## src/rtl/div_issue_ctrl_pkg.sv

```systemverilog
// Shared definitions for the EX-stage divide issue controller.
// Holds the FSM encoding, the operand width and the divider latency.
package div_issue_ctrl_pkg;

  localparam int WIDTH       = 32;
  localparam int DIV_LATENCY = 18;

  typedef enum logic [1:0] {
    ST_IDLE  = 2'd0,
    ST_BUSY  = 2'd1,
    ST_DONE  = 2'd2,
    ST_DRAIN = 2'd3
  } state_e;

endpackage

```

## src/rtl/div_sign_fix.sv

```systemverilog
// Two's-complement conditional negate.
// Produces a magnitude from a signed operand, or re-applies a sign to a result.
module div_sign_fix
  import div_issue_ctrl_pkg::*;
(
  input  logic [WIDTH-1:0] val_i,
  input  logic             neg_i,
  output logic [WIDTH-1:0] res_o
);

  assign res_o = neg_i ? (~val_i + {{(WIDTH-1){1'b0}}, 1'b1}) : val_i;

endmodule

```

## src/rtl/div_issue_ctrl.sv

```systemverilog
// Issues DIV/DIVU to the iterative divider, stalls EX while it runs,
// sign-corrects the result and drains in-flight operations after a flush.
module div_issue_ctrl
  import div_issue_ctrl_pkg::*;
(
  input  logic              clk,
  input  logic              rst,
  input  logic              div_req,
  input  logic              div_signed,
  input  logic [WIDTH-1:0]  rs_val,
  input  logic [WIDTH-1:0]  rt_val,
  input  logic              flush,
  input  logic              ext_stall,
  output logic              stall_o,
  output logic [WIDTH-1:0]  dv_a,
  output logic [WIDTH-1:0]  dv_b,
  output logic              dv_start,
  output logic              dv_busbusy,
  input  logic              dv_over,
  input  logic [WIDTH-1:0]  dv_q,
  input  logic [WIDTH-1:0]  dv_r,
  output logic              hilo_we,
  output logic [WIDTH-1:0]  hi_o,
  output logic [WIDTH-1:0]  lo_o
);

  state_e           state_q, state_d;
  logic             start_q, start_d;
  logic             hilo_we_q, hilo_we_d;
  logic             q_neg_q, q_neg_d;
  logic             r_neg_q, r_neg_d;
  logic [WIDTH-1:0] a_q, a_d;
  logic [WIDTH-1:0] b_q, b_d;
  logic [WIDTH-1:0] hi_q, hi_d;
  logic [WIDTH-1:0] lo_q, lo_d;
  logic             stall_s;
  logic             busbusy_s;

  logic             rs_neg_s, rt_neg_s;
  logic [WIDTH-1:0] rs_mag_s, rt_mag_s, q_fix_s, r_fix_s;

  assign rs_neg_s = div_signed & rs_val[WIDTH-1];
  assign rt_neg_s = div_signed & rt_val[WIDTH-1];

  div_sign_fix u_fix_rs (.val_i(rs_val), .neg_i(rs_neg_s), .res_o(rs_mag_s));
  div_sign_fix u_fix_rt (.val_i(rt_val), .neg_i(rt_neg_s), .res_o(rt_mag_s));
  div_sign_fix u_fix_q  (.val_i(dv_q),   .neg_i(q_neg_q),  .res_o(q_fix_s));
  div_sign_fix u_fix_r  (.val_i(dv_r),   .neg_i(r_neg_q),  .res_o(r_fix_s));

  always_ff @(posedge clk) begin
    if (rst) begin
      state_q   <= ST_IDLE;
      start_q   <= 1'b0;
      hilo_we_q <= 1'b0;
      q_neg_q   <= 1'b0;
      r_neg_q   <= 1'b0;
      a_q       <= '0;
      b_q       <= '0;
      hi_q      <= '0;
      lo_q      <= '0;
    end else begin
      state_q   <= state_d;
      start_q   <= start_d;
      hilo_we_q <= hilo_we_d;
      q_neg_q   <= q_neg_d;
      r_neg_q   <= r_neg_d;
      a_q       <= a_d;
      b_q       <= b_d;
      hi_q      <= hi_d;
      lo_q      <= lo_d;
    end
  end

  always_comb begin
    state_d   = state_q;
    start_d   = start_q;
    hilo_we_d = 1'b0;
    q_neg_d   = q_neg_q;
    r_neg_d   = r_neg_q;
    a_d       = a_q;
    b_d       = b_q;
    hi_d      = hi_q;
    lo_d      = lo_q;
    stall_s   = 1'b0;
    busbusy_s = 1'b0;

    case (state_q)
      ST_IDLE: begin
        if (div_req && !flush) begin
          stall_s = 1'b1;
          a_d     = rs_mag_s;
          b_d     = rt_mag_s;
          q_neg_d = rs_neg_s ^ rt_neg_s;
          r_neg_d = rs_neg_s;
          start_d = 1'b1;
          state_d = ST_BUSY;
        end
      end
      ST_BUSY: begin
        stall_s   = 1'b1;
        busbusy_s = ext_stall;
        // Start must stay high after a flush: dropping it would freeze the divider count.
        if (flush) begin
          state_d = ST_DRAIN;
        end else if (dv_over && !ext_stall) begin
          start_d   = 1'b0;
          lo_d      = q_fix_s;
          hi_d      = r_fix_s;
          hilo_we_d = 1'b1;
          state_d   = ST_DONE;
        end
      end
      ST_DONE: begin
        state_d = ST_IDLE;
      end
      ST_DRAIN: begin
        stall_s = div_req;
        if (dv_over) begin
          start_d = 1'b0;
          state_d = ST_IDLE;
        end
      end
      default: begin
        state_d = ST_IDLE;
        start_d = 1'b0;
      end
    endcase
  end

  assign stall_o    = stall_s;
  assign dv_busbusy = busbusy_s;
  assign dv_start   = start_q;
  assign dv_a       = a_q;
  assign dv_b       = b_q;
  assign hilo_we    = hilo_we_q;
  assign hi_o       = hi_q;
  assign lo_o       = lo_q;

endmodule

```

## config.mk

```make
export PLATFORM = sky130hd
export DESIGN_NAME = div_issue_ctrl
export DESIGN_NICKNAME = d
export VERILOG_FILES = /design/src/rtl/div_issue_ctrl_pkg.sv /design/src/rtl/div_sign_fix.sv /design/src/rtl/div_issue_ctrl.sv
export SDC_FILE = /design/constraint.sdc
export NUM_CORES = 1
export LEC_CHECK = 0
export CAP_MARGIN = 20
export CORE_AREA = 8 8 190 138
export CTS_BUF_LIST = sky130_fd_sc_hd__clkbuf_8
export DETAILED_ROUTE_END_ITERATION = 12
export DIE_AREA = 0 0 198 146
export GPL_TIMING_DRIVEN = 0
export PLACE_DENSITY = 0.68
export SLEW_MARGIN = 20
export SYNTH_ARGS = -nofsm -noshare
export SYNTH_HDL_FRONTEND = slang
export SYNTH_HIERARCHICAL = 1
export SYNTH_SLANG_ARGS = --single-unit
```

## constraint.sdc

```tcl
create_clock -name clk -period 3.9 [get_ports clk]
set_clock_uncertainty 0.2 [all_clocks]
set_input_delay 0.78 -clock clk [delete_from_list [all_inputs] [get_ports clk]]
set_output_delay 0.78 -clock clk [all_outputs]
set_load 0.05 [all_outputs]
```

==> results of run 1 <==
==> metrics by stage <==
step           total power, W  cell area (sq um)  worst slack, ns  TNS (ns)  instances
2_1_floorplan         0.00262               7960            0.978         0       1000
3_3_place_gp          0.00324              11000          -0.0656   -0.0656       1583
3_5_place_dp          0.00325              11000          -0.0812   -0.0812       1583
4_1_cts               0.00452              11400            0.183         0       1614
5_1_grt               0.00470              11400            0.127         0       1614
6_report              0.00446              11400            0.245         0       1614
==> per-layer routing <==
metal / wire (um) / global-route usage
met3: 2480 / 0.0702
met5: 0 / 0
met1: 12900 / 0.246
met2: 11600 / 0.274
met4: 247 / 0.0399
==> where the power goes <==
part / switching (W) / internal [W] / leakage [nW]
combinational: 0.00101 / 0.000635 / 2.27
sequential: 0.0000707 / 0.00149 / 1.09
clock: 0.000591 / 0.000662 / 0.204
==> timing repair <==
| item | 4_1_cts | 5_1_grt |
|---|---|---|
| hold buffers | 0 | 0 |
| endpoints found under the setup margin | 1 | 0 |
| gates resized for setup | 1 | 0 |
==> sequential cells by signal (all words and copies together) (netlist names) <==
| register | flops |
|---|---|
| dv_a | 32 |
| dv_b | 32 |
| hi_o | 32 |
| lo_o | 32 |
| state_q | 2 |
| dv_start | 1 |
| hilo_we | 1 |
| q_neg_q | 1 |
| r_neg_q | 1 |
==> worst max-delay path by stage <==
stage,startpoint,to,slack [ns],cells past startpoint
after global placement,flush,stall_o,-0.07,6
after floorplan,div_req,stall_o,0.98,4
after global routing,flush,stall_o,0.13,6
final,flush,stall_o,0.25,6
after detailed placement,flush,stall_o,-0.08,6
after CTS,flush,stall_o,0.18,6
==> cell usage in the layout (no fill, tap or decap), types with 7 or more instances in the layout <==
master	count
nand2_1	304
clkdlybuf4s50_1	264
dfxtp_1	134
a21oi_1	133
xnor2_1	120
o21ai_0	36
o31ai_1	32
clkbuf_1	23
o41ai_1	20
clkbuf_8	19
nor4_4	16
o41ai_2	16
nand2b_1	14
buf_4	13
nand3_1	13
nand4_1	12
inv_1	10
nor3_1	10
ha_1	10
buf_1	9
nor2b_1	8
nor4_1	8
or2b_1	8
buf_6	7
==> layout make-up <==
class                      instances  area (sq um)  area share
multi-input combinational        798          4910       0.430
sequential                       134          2680       0.235
clock buffer                      19           262      0.0229
inverter                          10          37.5     0.00329
clock inverter                    12           154      0.0135
timing repair buffer             265          2650       0.232
buffer                            58           327      0.0286
tap                              318           398      0.0348
==> critical path, stage by stage <==
cell and delay [ns]:
clkdlybuf4s50_1 0.54, nor2b_1 0.20, nand2_1 0.15, buf_2 0.24, a21oi_1 0.14, dlygate4sd2_1 0.61
==> logic make-up (layout without fill, tap and decap cells) <==
family,Yosys count,count (layout),share of synthesized area
buffers and inverters,68,364,0.0457
flip-flops,134,134,0.337
AO/OA/AOI/OAI,242,242,0.197
multiplexers,1,1,0.00141
XOR/XNOR,121,121,0.133
adder cells (fa/ha/maj),10,10,0.0157
AND/OR/NAND/NOR,424,424,0.270
==> results.txt, run 1 <==
----------------------------------------------------
[Detailed routing]
  Count of vias placed by the detailed router ... 7966
  Number of remaining DRC errors ... 0
  Detailed-route wire length per cell ... 16.9 um
  Antenna violation net count after detailed routing ... 0
  Wire length after detailed routing ... 27200 um
  Number of design-rule violations left by the first detailed-router iteration ... 461
  Number of optimization iterations in the first detailed-route pass ... 5
  Vias per Instance ... 4.94

[Timing]
  Max_slew headroom ... 0.433
  Max Clk Rate ... 0.274 GHz
  Fin crit share ... 0.937
  Hold Slack ... 0.254 ns
  Slew at the pin with the worst max-slew slack ... 0.850 ns
  Setup violations, final ... 0
  Min cycle time layout ... 3.65 ns
  Final Hold Violating Endpoints ... 0
  Number of pins exceeding their max-slew limit in the final report ... 0
  RSZ-0062 raised after global routing ... no

[Pwr]
  Peak VDD IR ... 313 uV
  Power density relative to cell area ... 390 nW/um^2
  P_leak ... 3.56 nW

[Finish]
  Syn-to-layout area delta ... 43.5%
  Net total in the final layout ... 1429
  Diode count ... 0
  Final cell utilization of the core ... 0.492
  Fill cells ... 2320
  Fraction of final layout cells with drive strength greater than 1 ... 0.0772

[Die]
  Area of the die ... 28900 sq um
  Die Span Y ... 146 um
  Die span in x ... 198 um
  Core box area ... 23200 sq um
  Top-level I/O count ... 267
  Starting Density ... 0.343
  Placement Rows ... 47

[Synth]
  Top cell types by occurrence after synthesis ... nand2_1, dfxtp_1, a21oi_1, xnor2_1, o21ai_0
  Number of instances in the synthesized netlist ... 1000
  Yosys cell types ... 39
  Share of synthesized area occupied by flip-flops and latches ... 0.337
  Synth Warn # ... 6
  Total nets after synthesis ... 1145
  Mean instance size in the synthesized netlist ... 7.96 sq um
  FFs w/ async S/R, synth ... 0
  Flip-flop cell with the highest count after synthesis ... dfxtp_1
  Top area cells in the synthesized netlist ... dfxtp_1, nand2_1, xnor2_1, a21oi_1, nor4_4
  Fraction of post-synthesis cell area in the top cell type by area ... 0.337
  EDFF count, synth ... 0
  Most area-hungry cell type in the Yosys netlist ... dfxtp_1
  Register bit total from synthesis ... 134
  Netlist area before placement ... 7960 sq um
  Library cell with the highest instance count after synthesis ... nand2_1

[CTS]
  Clock Pin Slew Worst Setup and Hold Paths ... 0.08 ns
  Total clock buffers created by CTS ... 17
  # Post-CTS Setup Buffers ... 0
  Clock Latency Late Sink ... 0.45 ns
  TritonCTS clock tree ... done
  Total clock sinks ... 134
  Deepest clock path buffer count ... 2
  H-tree depth ... 4
  Root buffer cell ... clkbuf_8

[Critical path]
  Launch point of the worst reg-to-reg path ... state_q[1]
  Data arrival time of the critical path ... 2.67 ns
  Worst r2r dst ... lo_o[14]
  Worst EP required ... 2.92 ns
  Type of the worst setup path ... input pin to output pin
  Type of element capturing the critical path ... output pin
  Worst reg-to-reg path cell count ... 7
  Flop-to-flop setup slack ... 1.79 ns
  Maximum fanout count along the critical path ... 10
  CP Launch Type ... input pin

[GRT]
  First-pass GRT wire length ... 42800 um
  Vias in the first global route ... 7838
  Overall track demand over capacity in global routing ... 0.183
  Maximum number of pins on one net before global-route repair ... 17
  Congestion Overflow GR ... 0
  Initial antenna violation count ... 0

[Placement]
  Total half-perimeter wirelength after legalization and detailed placement ... 21600 um
  Number of I/O port buffers ... 265
  Final weighted congestion in routability-driven placement ... 0.853

[Job]
  Max-Cap Viols ... 0

[Status]
  Result of the run ... finished, final reports clean

[Min path]
  WHS Path Cells ... 2
  Beginning of the worst hold path ... hi_o[15]
  Path class of the lowest-slack min-delay path ... register to register
  Sink of the worst hold path ... hi_o[15]

----------------------------------------------------
Power figures use the tool's default switching activity.
==> run 2, diff against run 1 <==
- CORE_AREA: 8 8 190 138 -> 8 8 191 139
- DIE_AREA: 0 0 198 146 -> 0 0 199 147
- HOLD_SLACK_MARGIN: not set -> 0.08
- SYNTH_HIERARCHICAL: 1 -> not set
==> run 2 against run 1 <==
Global-route usage up 4.9 points. Final cell count up 1.5%. Clock power down 6%. Combinational power up 16%. Utilization down 0.81 points. Worst setup slack better by 0.041 ns. Worst hold slack better by 0.0037 ns. Largest cell class unchanged.
==> results.txt, run 2 <==
----------------------------------------------------
[CTS]
  Root buffer cell ... clkbuf_8 (unchanged)
  Clock Pin Slew Worst Setup and Hold Paths ... 0.09 ns (was 0.08 ns)
  Total clock sinks ... 134 (unchanged)
  Deepest clock path buffer count ... 2 (unchanged)
  Clock Latency Late Sink ... 0.45 ns (about the same)
  Count of hold-fix buffers inserted at cts ... 0 (unchanged)
  Total clock buffers created by CTS ... 17 (unchanged)
  TritonCTS clock tree ... done (unchanged)
  H-tree depth ... 4 (unchanged)

[Detailed routing]
  Detailed-route wire length per cell ... 21.3 um (was 16.9 um)
  Wire length after detailed routing ... 34900 um (was 27200 um)
  Vias per Instance ... 5.71 (was 4.94)
  Number of optimization iterations in the first detailed-route pass ... 8 (was 5)
  Number of design-rule violations left by the first detailed-router iteration ... 727 (was 461)
  Number of remaining DRC errors ... 0 (unchanged)
  Count of vias placed by the detailed router ... 9354 (was 7966)
  Antenna violation net count after detailed routing ... 0 (unchanged)

[Finish]
  Most used cells in the layout excluding fill and tap cells ... clkdlybuf4s50_1, dfxtp_1, nor2_1 (was nand2_1, clkdlybuf4s50_1, dfxtp_1)
  Net total in the final layout ... 1444 (was 1429)
  Final cell utilization of the core ... 0.484 (was 0.492)
  Storage cell area ... 2680 sq um (unchanged)
  Syn-to-layout area delta ... 42.2% (was 43.5%)
  Fraction of final layout cells with drive strength greater than 1 ... 0.0465 (was 0.0772)
  Count of non-filler cells in the finished layout ... 1638 (was 1614)
  Fill cells ... 2333 (was 2320)
  Commonest non-fill, non-tap cell in the layout ... clkdlybuf4s50_1 (was nand2_1)
  Area taken by multi-input logic gates ... 5060 sq um (was 4910 sq um)

[Pwr]
  Cell internal pwr ... 0.00271 W (was 0.00279 W)
  P_leak ... 3.67 nW (was 3.56 nW)
  Switching power share of the total ... 0.425 (was 0.375)
  Flop pwr share ... 0.344 (was 0.350)
  Peak VDD IR ... 252 uV (was 313 uV)
  Power density relative to cell area ... 408 nW/um^2 (was 390 nW/um^2)
  Clock share of power ... 0.248 (was 0.281)
  Net switching power ... 0.00200 W (was 0.00167 W)
  Combinational cell fraction of total power ... 0.408 (was 0.369)

[Critical path]
  Maximum fanout count along the critical path ... 12 (was 10)
  Crit-path most repeated cell ... clkbuf_4
  Type of element capturing the critical path ... output pin (unchanged)
  Launch point of the worst reg-to-reg path ... state_q[1] (unchanged)
  Type of the worst setup path ... input pin to output pin (unchanged)
  Worst EP required ... 2.92 ns (about the same)
  Data arrival time of the critical path ... 2.63 ns (was 2.67 ns)
  Number of buffer and inverter instances along the worst setup path ... 3 (unchanged)
  Cell at the slowest stage of the critical path ... clkdlybuf4s50_1 (was dlygate4sd2_1)
  CP top delay family ... buffers and inverters (unchanged)
  Source of the critical timing path ... flush (unchanged)
  CP Launch Type ... input pin (unchanged)
  Crit path cell chain ... clkdlybuf4s50_1 -> nand2b_1 -> or2_2 -> clkbuf_4 -> a21oi_2 -> clkbuf_4 (was clkdlybuf4s50_1 -> nor2b_1 -> nand2_1 -> buf_2 -> a21oi_1 -> dlygate4sd2_1)
  Maximum single-stage delay on the critical path ... 0.48 ns (was 0.61 ns)

[Die]
  Core box area ... 23800 sq um (was 23200 sq um)
  Area of the die ... 29300 sq um (was 28900 sq um)
  Placement Rows ... 48 (was 47)
  Starting Density ... 0.340 (was 0.343)
  Die Span Y ... 147 um (was 146 um)
  Top-level I/O count ... 267 (unchanged)
  Die span in x ... 199 um (was 198 um)

[Timing]
  Max Clk Rate ... 0.277 GHz (was 0.274 GHz)
  Fin crit share ... 0.926 (was 0.937)
  Setup total negative slack ... 0 ns (unchanged)
  Number of pins exceeding their max-slew limit in the final report ... 0 (unchanged)
  Min cycle time layout ... 3.61 ns (was 3.65 ns)
  Hold Slack ... 0.258 ns (was 0.254 ns)
  Final Hold Violating Endpoints ... 0 (unchanged)
  RSZ-0062 raised after global routing ... no (unchanged)
  Slew at the pin with the worst max-slew slack ... 0.873 ns (was 0.850 ns)
  Setup violations, final ... 0 (unchanged)
  Max_slew headroom ... 0.413 (was 0.433)

[Min path]
  Path class of the lowest-slack min-delay path ... register to register (unchanged)
  Beginning of the worst hold path ... lo_o[19] (was hi_o[15])

[GRT]
  Congestion Overflow GR ... 0 (unchanged)
  Maximum number of pins on one net before global-route repair ... 17 (unchanged)
  First-pass GRT wire length ... 53400 um (was 42800 um)
  Initial antenna violation count ... 2 (was 0)
  Vias in the first global route ... 9034 (was 7838)
  Overall track demand over capacity in global routing ... 0.233 (was 0.183)

[Synth]
  Fraction of post-synthesis cell area in the top cell type by area ... 0.331 (was 0.337)
  Total nets after synthesis ... 1162 (was 1145)
  Top cell types by occurrence after synthesis ... dfxtp_1, nor2_1, a21oi_1, clkbuf_1, nand2_1 (was nand2_1, dfxtp_1, a21oi_1, xnor2_1, o21ai_0)
  EDFF count, synth ... 0 (unchanged)
  Synth Warn # ... 0 (was 6)
  Top area cells in the synthesized netlist ... dfxtp_1, xor2_1, a211oi_1, a21oi_1, nor2_1 (was dfxtp_1, nand2_1, xnor2_1, a21oi_1, nor4_4)
  Flip-flop cell with the highest count after synthesis ... dfxtp_1 (unchanged)
  Yosys cell types ... 62 (was 39)
  FFs w/ async S/R, synth ... 0 (unchanged)
  Netlist area before placement ... 8110 sq um (was 7960 sq um)
  Most area-hungry cell type in the Yosys netlist ... dfxtp_1 (unchanged)
  Mean instance size in the synthesized netlist ... 7.97 sq um (was 7.96 sq um)
  Register bit total from synthesis ... 134 (unchanged)
  Share of synthesized area occupied by flip-flops and latches ... 0.331 (was 0.337)
  Number of instances in the synthesized netlist ... 1018 (was 1000)
  Library cell with the highest instance count after synthesis ... dfxtp_1 (was nand2_1)

[Job]
  Max-Cap Viols ... 0 (unchanged)

[Placement]
  Number of placed instances with taps included ... 1607 (was 1583)
  Number of I/O port buffers ... 264 (was 265)
  Final weighted congestion in routability-driven placement ... 0.916 (was 0.853)
  Total half-perimeter wirelength after legalization and detailed placement ... 27000 um (was 21600 um)

[Status]
  Result of the run ... finished, final reports clean (unchanged)

----------------------------------------------------
run 2: area by class of cell:
cell class	instances	area share
Sequential cell	134	0.233
Antenna cell	1	0.000217
Clock inverter	13	0.0108
Inverter	20	0.00651
Timing Repair Buffer	264	0.229
Buffer	73	0.0254
Tap cell	325	0.0353
Clock buffer	18	0.0215
Multi-Input combinational cell	790	0.439
run 2: cell families after synthesis:
group           after synthesis  share of synthesized area
xor+xnor                     67                     0.0724
flops                       134                      0.331
buf+inv                      94                     0.0454
fa+ha+maj                     9                     0.0139
simple gates                404                      0.273
compound gates              287                      0.236
mux                          23                     0.0284
run 2: path summary, 6_finish.rpt:
check | endpoint | slack, ns | cells past startpoint
setup / recovery | stall_o | 0.29 | 6
hold / removal | lo_o[19] | 0.26 | 2
setup reg to reg | hi_o[17] | 0.74 | 8
hold reg to reg | lo_o[19] | 0.26 | 2
run 2: power by group through the flow:
stage | clock network [W] | registers (W) | logic, W
after floorplan | 0 | 0.00215 | 0.000639
after global placement | 0 | 0.00164 | 0.00190
after detailed placement | 0 | 0.00165 | 0.00191
after CTS | 0.00119 | 0.00162 | 0.00192
after global routing | 0.00125 | 0.00164 | 0.00206
final | 0.00117 | 0.00162 | 0.00192
run 2: what timing repair did:
item,CTS,global route
setup buffers,0,0
cloned,0,0
endpoints found under the setup margin,1,1
gates resized for setup,8,1
run 2: routing by layer:
layer	global-route usage	part of all wire
met1	0.322	0.46
met2	0.345	0.43
met3	0.0663	0.090
met4	0.0699	0.020
met5	0	0.00037
run 2: tightest hold or removal path, stage by stage, from the launching register on:
cell and delay, ns:
dfxtp_1 0.32, nand2_1 0.05, a21oi_1 0.05
run 2: metrics by stage:
stage	instance area, sq um	power (W)	setup WS (ns)
2_1_floorplan	8110	0.00279	0.525
3_3_place_gp	11200	0.00354	-0.765
3_5_place_dp	11200	0.00356	-0.768
4_1_cts	11500	0.00473	0.0366
5_1_grt	11500	0.00494	0.218
6_report	11500	0.00471	0.287
==> run 3, diff against run 2 <==
- ABC_AREA: not set -> 1
- CORE_AREA: 8 8 191 139 -> 8 8 200 145
- DIE_AREA: 0 0 199 147 -> 0 0 208 153
- PLACE_DENSITY: 0.68 -> 0.67
==> run 3 against run 2 <==
Die area grew 8.8%. Synthesized cell count grew 44%. Worst hold slack gained 0.023 ns. Sequential power grew 2%. Critical path depth grew 1. Area after synthesis grew 9.6%. Final cell count grew 28%. Sequential share of layout area shrank 1.5 points. Largest power group unchanged. Cell area grew 7.0%. Non-clock buffer count shrank 17. Count of clock-buffer cells in the layout grew 2.
==> results.txt, run 3 <==
----------------------------------------------------
[Pwr]
  Switching power share of the total ... 0.438 (was 0.425)
  Power density relative to cell area ... 411 nW/um^2 (was 408 nW/um^2)
  Combinational cell fraction of total power ... 0.440 (was 0.408)
  Net switching power ... 0.00222 W (was 0.00200 W)
  Peak VDD IR ... 197 uV (was 252 uV)
  Flop pwr share ... 0.327 (was 0.344)
  Clock share of power ... 0.233 (was 0.248)
  P_leak ... 5.64 nW (was 3.67 nW)
  Cell internal pwr ... 0.00285 W (was 0.00271 W)

[Timing]
  Setup violations, final ... 0 (unchanged)
  Setup total negative slack ... 0 ns (unchanged)
  Number of pins exceeding their max-slew limit in the final report ... 0 (unchanged)
  Max Clk Rate ... 0.281 GHz (was 0.277 GHz)
  Hold Slack ... 0.281 ns (was 0.258 ns)
  Slew at the pin with the worst max-slew slack ... 0.811 ns (was 0.873 ns)
  Max_slew headroom ... 0.459 (was 0.413)
  RSZ-0062 raised after global routing ... no (unchanged)
  Min cycle time layout ... 3.56 ns (was 3.61 ns)
  Fin crit share ... 0.913 (was 0.926)
  Final Hold Violating Endpoints ... 0 (unchanged)

[CTS]
  TritonCTS clock tree ... done (unchanged)
  Total clock sinks ... 134 (unchanged)
  Total clock buffers created by CTS ... 17 (unchanged)
  H-tree depth ... 4 (unchanged)
  Clock Pin Slew Worst Setup and Hold Paths ... 0.08 ns (was 0.09 ns)
  Deepest clock path buffer count ... 2 (unchanged)
  # Post-CTS Setup Buffers ... 0 (unchanged)
  Root buffer cell ... clkbuf_8 (unchanged)
  Clock Latency Late Sink ... 0.46 ns (was 0.45 ns)

[Synth]
  Register bit total from synthesis ... 134 (unchanged)
  Synth Warn # ... 0 (unchanged)
  Flip-flop cell with the highest count after synthesis ... dfxtp_1 (unchanged)
  Number of instances in the synthesized netlist ... 1467 (was 1018)
  Share of synthesized area occupied by flip-flops and latches ... 0.302 (was 0.331)
  Most area-hungry cell type in the Yosys netlist ... dfxtp_1 (unchanged)
  Netlist area before placement ... 8890 sq um (was 8110 sq um)
  Yosys cell types ... 39 (was 62)
  Mean instance size in the synthesized netlist ... 6.06 sq um (was 7.97 sq um)
  Library cell with the highest instance count after synthesis ... nand2_1 (was dfxtp_1)
  Top cell types by occurrence after synthesis ... nand2_1, nor2_1, inv_1, dfxtp_1, nand3_1 (was dfxtp_1, nor2_1, a21oi_1, clkbuf_1, nand2_1)
  Total nets after synthesis ... 1611 (was 1162)
  Top area cells in the synthesized netlist ... dfxtp_1, nand2_1, nor2_1, inv_1, nand3_1 (was dfxtp_1, xor2_1, a211oi_1, a21oi_1, nor2_1)
  FFs w/ async S/R, synth ... 0 (unchanged)
  EDFF count, synth ... 0 (unchanged)
  Fraction of post-synthesis cell area in the top cell type by area ... 0.302 (was 0.331)

[Critical path]
  Worst EP required ... 2.92 ns (about the same)
  Maximum single-stage delay on the critical path ... 0.50 ns (was 0.48 ns)
  Maximum fanout count along the critical path ... 10 (was 12)
  Crit-path most repeated cell ... inv_1 (was clkbuf_4)
  Type of the worst setup path ... input pin to output pin (unchanged)
  Type of element capturing the critical path ... output pin (unchanged)
  CP Launch Type ... input pin (unchanged)
  Data arrival time of the critical path ... 2.58 ns (was 2.63 ns)
  Cell at the slowest stage of the critical path ... clkdlybuf4s50_1 (unchanged)
  Crit path cell chain ... clkdlybuf4s50_1 -> inv_1 -> nor3_2 -> inv_1 -> clkbuf_1 -> a21oi_1 -> clkbuf_2 (was clkdlybuf4s50_1 -> nand2b_1 -> or2_2 -> clkbuf_4 -> a21oi_2 -> clkbuf_4)

[Finish]
  Fill cells ... 2694 (was 2333)
  Commonest non-fill, non-tap cell in the layout ... nand2_1 (was clkdlybuf4s50_1)
  Most used cells in the layout excluding fill and tap cells ... nand2_1, clkdlybuf4s50_1, nor2_1 (was clkdlybuf4s50_1, dfxtp_1, nor2_1)
  Syn-to-layout area delta ... 38.8% (was 42.2%)
  Fraction of final layout cells with drive strength greater than 1 ... 0.0646 (was 0.0465)
  Post-route standard cell area excluding fillers ... 12300 sq um (was 11500 sq um)
  Net total in the final layout ... 1895 (was 1444)

[Die]
  Area of the die ... 31800 sq um (was 29300 sq um)
  Starting Density ... 0.342 (was 0.340)
  Die Span Y ... 153 um (was 147 um)
  Placement Rows ... 50 (was 48)
  Top-level I/O count ... 267 (unchanged)
  Core box area ... 26000 sq um (was 23800 sq um)
  Die span in x ... 208 um (was 199 um)

[GRT]
  Congestion Overflow GR ... 0 (unchanged)
  First-pass GRT wire length ... 57200 um (was 53400 um)
  Vias in the first global route ... 9742 (was 9034)
  Overall track demand over capacity in global routing ... 0.227 (was 0.233)
  Maximum number of pins on one net before global-route repair ... 17 (unchanged)
  Initial antenna violation count ... 1 (was 2)

[Detailed routing]
  Number of design-rule violations left by the first detailed-router iteration ... 885 (was 727)
  Antenna violation net count after detailed routing ... 0 (unchanged)
  Count of vias placed by the detailed router ... 10400 (was 9354)
  Number of remaining DRC errors ... 0 (unchanged)
  Detailed-route wire length per cell ... 17.7 um (was 21.3 um)
  Wire length after detailed routing ... 37200 um (was 34900 um)
  Vias per Instance ... 4.96 (was 5.71)
  Number of optimization iterations in the first detailed-route pass ... 5 (was 8)

[Placement]
  Total half-perimeter wirelength after legalization and detailed placement ... 29900 um (was 27000 um)
  Area post-placement ... 12000 sq um (was 11200 sq um)
  Final weighted congestion in routability-driven placement ... 0.936 (was 0.916)
  Number of I/O port buffers ... 265 (was 264)

[Min path]
  Path class of the lowest-slack min-delay path ... register to register (unchanged)

[Status]
  Result of the run ... finished, final reports clean (unchanged)

[Job]
  Max-Cap Viols ... 0 (unchanged)

----------------------------------------------------
## run 3: timing repair
action | CTS | global route
gates cloned | 0 | 0
endpoints found under the setup margin | 1 | 1
hold buffers | 0 | 0
gates resized for setup | 1 | 2
## run 3: power by group through the flow
stage / Clock (W) / Combinational (W) / Sequential (W)
2_1_floorplan: 0 / 0.000810 / 0.00227
3_3_place_gp: 0 / 0.00222 / 0.00168
3_5_place_dp: 0 / 0.00224 / 0.00169
4_1_cts: 0.00122 / 0.00224 / 0.00166
5_1_grt: 0.00126 / 0.00240 / 0.00168
6_report: 0.00118 / 0.00224 / 0.00166
## run 3: layout make-up
cell class / count / area (sq um) / share of cell area
Clock buffer: 20 / 275 / 0.0223
Inverter: 200 / 751 / 0.0608
Clock inverter: 12 / 104 / 0.00841
Antenna cell: 1 / 2.50 / 0.000203
Tap cell: 338 / 423 / 0.0343
Buffer: 55 / 270 / 0.0219
Timing Repair Buffer: 265 / 2650 / 0.214
Sequential cell: 134 / 2680 / 0.217
Multi-Input combinational cell: 1078 / 5190 / 0.420
## run 3: kinds of logic after synthesis
logic type / Yosys count / share of synthesized area
AOI/OAI and AO/OA: 240 / 0.153
xor gates and xnor gates: 38 / 0.0374
adders and majority gates: 9 / 0.0127
buffers and inverters: 255 / 0.115
DFF: 134 / 0.302
and+or+nand+nor: 791 / 0.380
## run 3: stage by stage
step | utilization | setup WS [ns] | total power [W] | cells
4_1_cts | 0.474 | 0.0997 | 0.00512 | 2102
5_1_grt | 0.474 | 0.232 | 0.00535 | 2103
6_report | 0.474 | 0.340 | 0.00508 | 2103
3_3_place_gp | 0.460 | -0.168 | 0.00391 | 2070
3_5_place_dp | 0.460 | -0.178 | 0.00392 | 2070
2_1_floorplan | - | 0.826 | 0.00308 | 1467
## run 3: path summary, 6_finish.rpt
kind	slack (ns)	depth (start not counted)	to	start
worst min register to register	0.28	2	dv_a[31]	dv_a[31]
worst max-delay path	0.34	7	stall_o	div_req
worst min-delay path	0.28	2	dv_a[31]	dv_a[31]
worst max register to register	1.68	7	dv_b[18]	state_q[0]
## run 3: worst max-delay path, delay by kind of cell
kind / cells / cell delay [ns]
simple gates: 1 / 0.19
buf+inv: 5 / 1.40
compound gates: 1 / 0.21
## run 3: per-layer routing
layer	part of all wire	track usage	vias up
met5	0	0	-
met4	0.013	0.0570	0
met3	0.072	0.0470	31
met2	0.42	0.339	374
met1	0.50	0.326	4789
li1	-	-	5242
